**src/rtl/multiplier_pkg.sv**
```systemverilog
// Shared constants and types for the iterative shift-add multiplier.
package multiplier_pkg;

  localparam int MUL_WIDTH = 32;
  localparam int MUL_CNT_W = $clog2(MUL_WIDTH + 1);

  typedef enum logic {
    IDLE = 1'b0,
    BUSY = 1'b1
  } mul_state_t;

endpackage

```
**src/rtl/multiplier_datapath.sv**
```systemverilog
// Shift registers and accumulator for the shift-add multiplier.
// The multiplier-zero output exists only when MULTIPLIER_EARLY_TERM_EN is defined.
module multiplier_datapath
  import multiplier_pkg::*;
#(
  parameter int WIDTH = MUL_WIDTH
) (
  input  logic                 clk,
  input  logic                 rst_n,
  input  logic                 i_load,
  input  logic                 i_step,
  input  logic [WIDTH-1:0]     i_op1,
  input  logic [WIDTH-1:0]     i_op2,
  output logic [2*WIDTH-1:0]   o_product
`ifdef MULTIPLIER_EARLY_TERM_EN
  ,
  output logic                 o_mplr_zero
`endif
);

  logic [2*WIDTH-1:0] r_mcand;
  logic [WIDTH-1:0]   r_mplr;
  logic [2*WIDTH-1:0] r_acc;
  logic [2*WIDTH-1:0] w_acc_next;

  // Sum including the current step, so completion can capture it on the same edge.
  assign w_acc_next = r_acc + (r_mplr[0] ? r_mcand : '0);
  assign o_product  = w_acc_next;

`ifdef MULTIPLIER_EARLY_TERM_EN
  assign o_mplr_zero = ((r_mplr >> 1) == '0);
`endif

  always_ff @(posedge clk or negedge rst_n) begin
    if (!rst_n) begin
      r_mcand <= '0;
      r_mplr  <= '0;
      r_acc   <= '0;
    end else if (i_load) begin
      r_mcand <= {{WIDTH{1'b0}}, i_op1};
      r_mplr  <= i_op2;
      r_acc   <= '0;
    end else if (i_step) begin
      r_acc   <= w_acc_next;
      r_mcand <= r_mcand << 1;
      r_mplr  <= r_mplr >> 1;
    end
  end

endmodule

```
**src/rtl/multiplier.sv**
```systemverilog
// Iterative unsigned multiplier: one multiplier bit per clock, start/valid handshake.
// Define MULTIPLIER_EARLY_TERM_EN to finish as soon as the remaining multiplier bits are zero.
module multiplier
  import multiplier_pkg::*;
#(
  parameter int WIDTH = MUL_WIDTH
) (
  input  logic                 clk,
  input  logic                 rst_n,
  input  logic                 en,
  input  logic [WIDTH-1:0]     op1,
  input  logic [WIDTH-1:0]     op2,
  output logic [2*WIDTH-1:0]   res,
  output logic                 val,
  output logic                 overflow
);

  localparam int              CNT_W    = $clog2(WIDTH + 1);
  localparam logic [CNT_W-1:0] CNT_LAST = CNT_W'(WIDTH - 1);

  mul_state_t         r_state;
  mul_state_t         w_state_next;
  logic [CNT_W-1:0]   r_cnt;
  logic               w_load;
  logic               w_step;
  logic               w_done;
  logic               w_last;
  logic [2*WIDTH-1:0] w_product;
  logic [2*WIDTH-1:0] r_res;
  logic               r_val;
  logic               r_ovf;

`ifdef MULTIPLIER_EARLY_TERM_EN
  logic w_mplr_zero;
  // The count bound is redundant here but keeps the counter meaningful in both builds.
  assign w_last = w_mplr_zero || (r_cnt == CNT_LAST);
`else
  assign w_last = (r_cnt == CNT_LAST);
`endif

  multiplier_datapath #(
    .WIDTH (WIDTH)
  ) u_datapath (
    .clk         (clk),
    .rst_n       (rst_n),
    .i_load      (w_load),
    .i_step      (w_step),
    .i_op1       (op1),
    .i_op2       (op2),
    .o_product   (w_product)
`ifdef MULTIPLIER_EARLY_TERM_EN
    ,
    .o_mplr_zero (w_mplr_zero)
`endif
  );

  always_comb begin
    w_state_next = r_state;
    w_load       = 1'b0;
    w_step       = 1'b0;
    w_done       = 1'b0;
    case (r_state)
      IDLE: begin
        if (en) begin
          w_load       = 1'b1;
          w_state_next = BUSY;
        end
      end
      BUSY: begin
        w_step = 1'b1;
        if (w_last) begin
          w_done       = 1'b1;
          w_state_next = IDLE;
        end
      end
      default: w_state_next = IDLE;
    endcase
  end

  always_ff @(posedge clk or negedge rst_n) begin
    if (!rst_n) begin
      r_state <= IDLE;
      r_cnt   <= '0;
    end else begin
      r_state <= w_state_next;
      if (w_load) begin
        r_cnt <= '0;
      end else if (w_step) begin
        r_cnt <= r_cnt + CNT_W'(1);
      end
    end
  end

  // Result registers change only on completion; the running sum stays internal.
  always_ff @(posedge clk or negedge rst_n) begin
    if (!rst_n) begin
      r_res <= '0;
      r_ovf <= 1'b0;
      r_val <= 1'b0;
    end else begin
      r_val <= w_done;
      if (w_done) begin
        r_res <= w_product;
        r_ovf <= |w_product[2*WIDTH-1:WIDTH];
      end
    end
  end

  assign res      = r_res;
  assign val      = r_val;
  assign overflow = r_ovf;

endmodule

```
**config.mk**
```make
export PLATFORM = sky130hd
export DESIGN_NAME = multiplier
export DESIGN_NICKNAME = d
export VERILOG_FILES = /design/src/rtl/multiplier_pkg.sv /design/src/rtl/multiplier_datapath.sv /design/src/rtl/multiplier.sv
export SDC_FILE = /design/constraint.sdc
export NUM_CORES = 1
export LEC_CHECK = 0
export ABC_AREA = 1
export BUFFER_PORTS_ARGS = -buffer_cell sky130_fd_sc_hd__buf_4
export CAP_MARGIN = 20
export CORE_MARGIN = 5
export CORE_UTILIZATION = 55
export CTS_CLUSTER_DIAMETER = 150
export CTS_CLUSTER_SIZE = 28
export DETAILED_ROUTE_END_ITERATION = 7
export PLACE_DENSITY = 0.81
export RECOVER_POWER = 25
export SETUP_SLACK_MARGIN = 0.05
export SLEW_MARGIN = 15
export SYNTH_ARGS = -nofsm -noshare
export SYNTH_HDL_FRONTEND = slang
export SYNTH_SLANG_ARGS = --single-unit
```
**constraint.sdc**
```tcl
create_clock -name clk -period 5 [get_ports clk]
set_input_delay 1.5 -clock clk [delete_from_list [all_inputs] [get_ports clk]]
set_output_delay 1.5 -clock clk [all_outputs]
set_load 0.02 [all_outputs]
```
# == Word-level counts from Yosys, hierarchy flattened ==
# Cells that the tools add are included.
# word_totals
wordCells,30
register_bits,233
# classes
addsub,2
n_reduce_logical,2
n_mux,16
bitwise,1
n_eq_ne,1
# ops
op,count
two-way mux 64 bit,5
adder 64 bit,1
two-way mux 32 bit,2
OR reduction 32 bit,1
two-way mux 6 bit,2
adder 6 x 1 -> 6 bit (second input constant),1
== test 6 x 5 -> 1 bit (second input constant),1
two-way mux 1 bit,6
one-hot mux 1 bit (2 select lines),1
nonzero test 2 bit,1
inverter 1 bit,1

# == Logic depth before layout (Yosys ltp) ==
# Gate-level depths: netlist (run 1).
# depth
depth_word,4
mapped_depth,24

# == Cells and area by module ==
# From an unflattened synthesis (run 1), not the netlist that was laid out.
# unflattened
cells_unflattened,2417
hier_area_um2,15850.2
# modules_own_cells
mod,cells_each,seq_area_each_um2,area_each_um2,n_inst
multiplier_datapath,2079,4003.8,12851.1,1
multiplier,338,1826.8,2999.1,1

# == Worst setup path before layout (run 1) ==
# Ideal clock, no wire load.
# synth_path
kind,reg-to-reg
from,reg u_datapath.r_mplr[0]
to,reg r_ovf (netlist: overflow)
setup_ns,0.122
stages_incl_launch_ff,22
required_time_ns,4.878
period_less_slack_ns,2.569
path_slack_ns,2.431
t_arrival_ns,2.448
cell_sequence,dfrtp_1 clkbuf_1 clkbuf_1 nand2_1 inv_1 ha_1 nand2_1 inv_1 a21oi_1 nand2_2 nand2_1 nand2_2 nand2_1 nand2_2 nand2_1 nand3b_1 nand2_1 nand2_1 nor2_1 nand2_1 nor2_1 a21oi_1
# synth_via
elab_chain_cells,3
# synth_lines
item,line_no,text
start: declaration,multiplier_datapath.sv:22,logic [WIDTH-1:0] r_mplr;
start signal: assignment,multiplier_datapath.sv:41,r_mplr <= i_op2;
start signal: assignment,multiplier_datapath.sv:46,r_mplr <= r_mplr >> 1;
two-way mux 64 bit,multiplier_datapath.sv:27,assign w_acc_next = r_acc + (r_mplr[0] ? r_mcand : '0);
adder 64 bit,multiplier_datapath.sv:27,
OR reduction 32 bit,multiplier.sv:104,r_ovf <= |w_product[2*WIDTH-1:WIDTH];
end signal: assignment,multiplier.sv:104,
end: declaration,multiplier.sv:31,logic r_ovf;
# Every way passes these cells.
# A chain may end at the register's enable or synchronous reset.

# == Final worst setup path (run 1) ==
# Same ends and word-level chain as after synthesis.

==> flow_summary_export.csv, run 1 <==
group,metric,value,unit
run_status,outcome,"finished, violations left",
run_status,violations,"max-capacitance violations, max-slew violations",
timing,rsz0062_at_grt,"no",
global_route,grt_pass1_vias,13878,
worst_setup_path,endpoint_kind,"flip-flop",
cells_and_area,finalNetCount,2532,
routing,final_antenna_net_count,0,
floorplan,core,0.02771,mm2
pwr,peakVddDrop,0.4750,mV
worst_setup_path,cp_slowest_stage_delay,0.67,ns
global_route,grt_max_degree,99,
worst_setup_path,path_common_cell,"nand2_1",
floorplan,io_pins,133,
timing,finalSetupViolations,0,
clocking,cts_max_level,1,
floorplan,die_y,177.1,um
routing,routed_via_density,5.259,
clocking,clkTransAtPathRegs,0.11,ns
run,drv_cap,1,
worst_setup_path,rrSetupSlack,1.37,ns
cells_and_area,fillers,2706,
routing,dr.first_iter.drc_count,1293,
cells_and_area,multi_input_area,0.007546,mm2
synthesis,synth_top_area_share,37.99,%
synthesis,yosysWarnings,0,
synthesis,synth_common_cells,"nand2_1 (915), inv_1 (444), dfrtp_1 (233)",
global_route,grt_util_all_layers,30.33,%
clocking,numCtsBuffers,12,
synthesis,ys_seq_area_share,37.99,%
timing,hold_ws,0.4925,ns
worst_setup_path,crit_chain,"buf_4, nand2_1, inv_1, ha_1, nand2_1, inv_1, a21oi_1, o21ai_0, a21oi_1, nand4_1, nand2_1, nand2_1, nor2_1, nand2_1, nor2_1, a21oi_1",
routing,drc_errors,0,
timing,slew_headroom,-67.72,%
routing,drt-total-wl,47290,um
floorplan,start_util,55.40,%
clocking,clk_path_buf_depth,3,
worst_setup_path,cp_slowest_cell,"dfrtp_2",
place,port_buffers,132,
clocking,postCtsSetupRepairBufs,0,
synthesis,ys.flop_type,"dfrtp_1",
synthesis,synth_most_common_cell,"nand2_1",
pwr,powerDensity,522.8,mW/mm2
timing,skew,0.03595,ns
synthesis,synth_nets,2436,
timing,finalHoldViolations,0,
clocking,holdBufCountCts,0,
clocking,cts_tree,"yes",
synthesis,synth.avg_cell_area,6.662,um2
worst_setup_path,worst-path-buf-inv,3,
place,hpwl,38110,um
synthesis,synth.largest_area_cell,"dfrtp_1",
global_route,grt-ovfl-total,0,
worst_setup_path,startpoint_type,"flip-flop",
cells_and_area,seq_area,0.005832,mm2
clocking,clock_sinks,233,
synthesis,async_flop_share,100.0,%
floorplan,die_x,177.1,um
floorplan,fp.dieArea,0.03135,mm2
timing,tns,0,ns
global_route,grt_pass1_wl,75570,um
worst_setup_path,worst-setup-path-type,"reg -> reg",
global_route,antenna_found_initial,1,
worst_setup_path,crit_required,5.41,ns
floorplan,std_cell_rows,61,
synthesis,ys_ff_latch,233,
pwr,leakage,9.541,nW
timing,period_share,72.59,%
routing,routedWlPerCell,17.01,um
worst_setup_path,critPathMaxFanout,25,
timing,max_freq,0.2755,GHz
timing,fin_crit,3.629,ns
worst_setup_path,critical_path_arrival,4.04,ns
routing,firstDrtPassIters,5,
worst_setup_path,cp_top_family,"simple AND/OR/NAND/NOR gates",
cells_and_area,drive_gt1_share,10.20,%
synthesis,syn_area,0.01535,mm2
synthesis,yosys-top-cells-area,"dfrtp_1 (38%), nand2_1 (22%), inv_1 (11%)",
clocking,clk-insertion-delay-late,0.51,ns
clocking,cts_resized,0,
timing,drv_slew,98,
place,routabilityCongestion,1.047,
routing,vias,14621,
hold_path,hold_class,"reg -> reg",
synthesis,synth_edf_count,0,
cells_and_area,areaGrowthSynthToFinish,10.90,%
synthesis,synth_cells,2304,
synthesis,synth_cell_types,35,
clocking,cts-root-buf,"clkbuf_16",
timing,worstMarginPinSlew,2.516,ns
-- flip-flops by register name, summed over array words and instances, names as in the netlist --
signal / count
overflow: 1
r_state: 1
u_datapath.r_mplr: 32
u_datapath.r_mcand: 64
r_cnt: 6
u_datapath.r_acc: 64
val: 1
res: 64
-- through the flow --
step                cell area [um2]  total power, mW  instances  worst slack [ns]  util (%)
finish                        17020            8.899       2780             1.371     61.44
detailed placement            16690            7.791       2764             1.500     60.26
CTS                           17040            8.883       2779             1.487     61.49
floorplan                     15350            6.172       2304             2.431         -
global placement              16690            7.690       2764             1.548     60.26
global route                  17020            9.587       2780            0.8734     61.44
-- placed cells by master (no fill, tap or decap), types with 12 or more instances in the layout --
master     count
nor2_1        89
ha_1          64
nand3b_1      12
buf_4        139
o221ai_1      28
a21oi_1       44
inv_1        444
dfrtp_1      232
o211ai_1      22
inv_2         16
clkbuf_16     12
nand4_1       17
o21ai_0      136
o22ai_1       31
nor2_2        31
nand3_1       52
xnor2_1       29
nand2_1      915
nand2_2       21
-- routing by layer --
| layer | track usage [%] | vias up | part of all wire (%) |
|---|---|---|---|
| li1 | - | 7224 | - |
| met1 | 47.21 | 6825 | 48 |
| met2 | 44.92 | 511 | 42 |
| met3 | 4.807 | 59 | 7.9 |
| met4 | 5.738 | 2 | 2.2 |
| met5 | 1.282 | - | 0.12 |
-- cells by family after synthesis --
logic type	after synthesis	synth area share, %
compound gates	274	10.43
xor+xnor	34	1.940
fa+ha+maj	65	5.347
buf+inv	527	12.89
flops	233	37.98
simple gates	1171	31.41
-- path summary, 6_finish.rpt --
| kind | start | to | cells after the start |
|---|---|---|---|
| worst min register to register | res[49]$_DFFE_PN0P_ | res[49]$_DFFE_PN0P_ | 2 |
| worst min-delay path | res[49]$_DFFE_PN0P_ | res[49]$_DFFE_PN0P_ | 2 |
| max in group asynchronous | rst_n | u_datapath.r_mcand[18]$_DFFE_PN0P_ | 2 |
| min in group asynchronous | rst_n | u_datapath.r_mplr[31]$_DFFE_PN0P_ | 1 |
| worst max-delay path | u_datapath.r_mplr[0]$_DFFE_PN0P_ | overflow$_DFFE_PN0P_ | 16 |
| worst max register to register | u_datapath.r_mplr[0]$_DFFE_PN0P_ | overflow$_DFFE_PN0P_ | 16 |
-- report_power, final --
part           internal [mW]  switching [mW]
clock                  0.456           0.622
sequential              2.68           0.520
combinational           1.55            3.07
total                   4.69            4.21
-- area by class of cell --
cell class	count	area share, %
multi-input combinational	1544	44.33
sequential	233	34.26
inverter	467	10.31
timing repair buffer	142	6.306
tap	378	2.778
clock buffer	13	1.786
clock inverter	2	0.2132
antenna	1	0.01470
-- worst reg2reg max path, cell delays in order, from the launching register on --
cell,delay (ns)
dfrtp_2,0.67
buf_4,0.36
nand2_1,0.09
inv_1,0.09
ha_1,0.30
nand2_1,0.16
inv_1,0.08
a21oi_1,0.34
o21ai_0,0.21
a21oi_1,0.36
nand4_1,0.15
nand2_1,0.12
nand2_1,0.06
nor2_1,0.16
nand2_1,0.18
nor2_1,0.12
a21oi_1,0.08
Note: power is estimated with default switching activity, not from simulation.
==> run 2, diff against run 1 <==
==> constraint.sdc (replaced) <==
create_clock -name clk -period 3.65 [get_ports clk]
set_input_delay 1.095 -clock clk [delete_from_list [all_inputs] [get_ports clk]]
set_output_delay 1.095 -clock clk [all_outputs]
set_load 0.02 [all_outputs]
==> run 2 against run 1 <==
The flow still finishes with violations (max-capacitance violations, max-slew violations). Critical path depth rose by 3. Final cell count rose by 0.40%. Design area increased by 0.64%. Clock power grew 41%. Die area unchanged. Combinational power increased by 40%. Maximum frequency is 10% higher. Utilization rose by 0.39 points. Via count rose by 0.31%. Largest power group unchanged. Highest routed layer is now met4.
==> flow_summary_export.csv, run 2 (synthesized netlist as in run 1, its figures left out) <==
group,metric,value,unit
cells_and_area,layout_common_cells,"nand2_1 (915), inv_1 (444), dfrtp_1 (232)",
floorplan,start_util,55.40,%
pwr,switchingPower,5.912,mW
routing,dr.max_layer_used,"met4",
routing,dr.first_iter.drc_count,1372,
worst_setup_path,r2r-start,"u_datapath.r_mplr[0]$_DFFE_PN0P_",
global_route,grt_util_all_layers,31.29,%
timing,rsz0062_at_grt,"no",
timing,tns,0,ns
cells_and_area,fillers,2660,
clocking,cts-root-buf,"clkbuf_16",
pwr,pwr-share-comb,52.3,%
worst_setup_path,crit_required,4.06,ns
pwr,p_total,12.40,mW
routing,routed_via_density,5.255,
global_route,grt_max_degree,93,
global_route,grt_pass1_vias,13988,
clocking,clkTransAtPathRegs,0.11,ns
routing,routedWlPerCell,17.51,um
worst_setup_path,rr_worst_depth,19,
timing,skew,0.03073,ns
place,port_buffers,132,
worst_setup_path,critical_path_arrival,3.71,ns
clocking,clk_path_buf_depth,3,
pwr,switching_share,47.69,%
routing,final_antenna_net_count,0,
clocking,cts_tree,"yes",
clocking,cts_max_level,1,
routing,drt-total-wl,48860,um
worst_setup_path,r2r_end,"overflow$_DFFE_PN0P_",
worst_setup_path,rrSetupSlack,0.35,ns
routing,wl_met1,23760,um
timing,fin_crit,3.296,ns
hold_path,hold_depth,2,
clocking,numCtsBuffers,12,
routing,wl_met2,20420,um
cells_and_area,fin_util,61.83,%
cells_and_area,mostFrequentLayoutCell,"nand2_1",
clocking,clk-insertion-delay-late,0.52,ns
run_status,outcome,"finished, violations left",
pwr,p_clk_share,12.3,%
pwr,power_frac_seq,35.4,%
pwr,peakVddDrop,0.6082,mV
timing,worstMarginPinSlew,1.878,ns
cells_and_area,areaGrowthSynthToFinish,11.61,%
global_route,grt-ovfl-total,0,
worst_setup_path,startpoint_type,"flip-flop",
timing,drv_slew,72,
hold_path,whs_endpoint,"res[2]$_DFFE_PN0P_",
floorplan,core,0.02771,mm2
timing,max_freq,0.3034,GHz
timing,finalHoldViolations,0,
worst_setup_path,endpoint_kind,"flip-flop",
clocking,postCtsSetupRepairBufs,0,
run_status,violations,"max-capacitance violations, max-slew violations",
pwr,powerDensity,723.6,mW/mm2
place,routabilityCongestion,1.008,
cells_and_area,finalNetCount,2542,
clocking,clock_sinks,233,
place,hpwl,39420,um
worst_setup_path,critPathMaxFanout,37,
pwr,internal_power,6.485,mW
worst_setup_path,worst-setup-path-type,"reg -> reg",
floorplan,io_pins,133,
routing,firstDrtPassIters,6,
pwr,leakage,9.594,nW
floorplan,die_x,177.1,um
hold_path,hold_class,"reg -> reg",
floorplan,fp.dieArea,0.03135,mm2
global_route,antenna_found_initial,0,
timing,period_share,90.31,%
cells_and_area,diodes,0,
timing,slew_headroom,-25.22,%
global_route,grt_pass1_wl,77370,um
cells_and_area,drive_gt1_share,10.65,%
floorplan,std_cell_rows,61,
routing,vias,14666,
routing,wl_met3,3816,um
run,drv_cap,1,
timing,setup_slack,0.3538,ns
hold_path,min-delay-start,"res[2]$_DFFE_PN0P_",
timing,finalSetupViolations,0,
place,place_ws,0.3443,ns
timing,hold_ws,0.4903,ns
floorplan,die_y,177.1,um
routing,drc_errors,0,
-- run 2: changes by cell type in the layout (fill, tap and decap cells not counted) --
cell / delta
buf_12: +2
buf_4: +6
clkbuf_1: +3
clkbuf_4: +1
diode_2: -1
nor2_1: -3
nor2_2: +3
-- run 2: area by class of cell --
type	instances	area, um2	area share, %
Clock inverter	2	36.28	0.2118
Timing Repair Buffer	152	1170	6.829
Inverter	467	1755	10.25
Tap cell	378	473.0	2.761
Sequential cell	233	5832	34.04
Clock buffer	15	311.5	1.819
Multi-Input combinational cell	1544	7553	44.09
-- run 2: worst max-delay path by stage --
stage                                startpoint                   end  slack, ns
2_1_floorplan  u_datapath.r_mplr[0]$_DFFE_PN0P_  overflow$_DFFE_PN0P_       1.08
3_3_place_gp   u_datapath.r_mplr[0]$_DFFE_PN0P_  overflow$_DFFE_PN0P_       0.35
3_5_place_dp   u_datapath.r_mplr[0]$_DFFE_PN0P_  overflow$_DFFE_PN0P_       0.34
4_1_cts        u_datapath.r_mplr[0]$_DFFE_PN0P_  overflow$_DFFE_PN0P_       0.33
5_1_grt        u_datapath.r_mplr[0]$_DFFE_PN0P_  overflow$_DFFE_PN0P_       0.08
6_report       u_datapath.r_mplr[0]$_DFFE_PN0P_  overflow$_DFFE_PN0P_       0.35
-- run 2: layer usage --
metal | up-vias | track usage, %
met1 | 6850 | 50.05
met2 | 518 | 46.39
li1 | 7251 | -
met5 | - | 0
met4 | 0 | 4.771
met3 | 47 | 3.739
-- run 2: through the flow --
stage / cell area, um2 / std cells
4_1_cts: 17170 / 2791
2_1_floorplan: 15350 / 2304
3_5_place_dp: 16820 / 2774
5_1_grt: 17130 / 2791
3_3_place_gp: 16820 / 2774
6_report: 17130 / 2791
-- run 2: power by group through the flow --
stage / Combinational, mW / Clock, mW / Sequential [mW]
6_report: 6.48 / 1.52 / 4.39
2_1_floorplan: 3.88 / 0 / 4.57
3_3_place_gp: 6.23 / 0 / 4.38
3_5_place_dp: 6.37 / 0 / 4.41
5_1_grt: 7.16 / 1.64 / 4.51
4_1_cts: 6.39 / 1.55 / 4.38
-- run 2: critical path: stages, from the launching register on --
cell	delay, ns
dfrtp_2	0.52
buf_12	0.21
nand2_1	0.08
inv_1	0.04
ha_1	0.44
nand2_1	0.19
nor2_2	0.28
nand2_1	0.11
inv_1	0.09
nand2_1	0.13
nor2_1	0.12
nand2_1	0.14
nand3_1	0.12
nand2_1	0.05
nand2_1	0.20
nand2_1	0.08
nor2_1	0.10
nand2_1	0.07
nor2_1	0.11
a21oi_1	0.07
-- run 2: repair_timing --
action | CTS | global route
endpoints found under the setup margin | 0 | 1
resized for setup | 0 | 2
hold buffers | 0 | 0
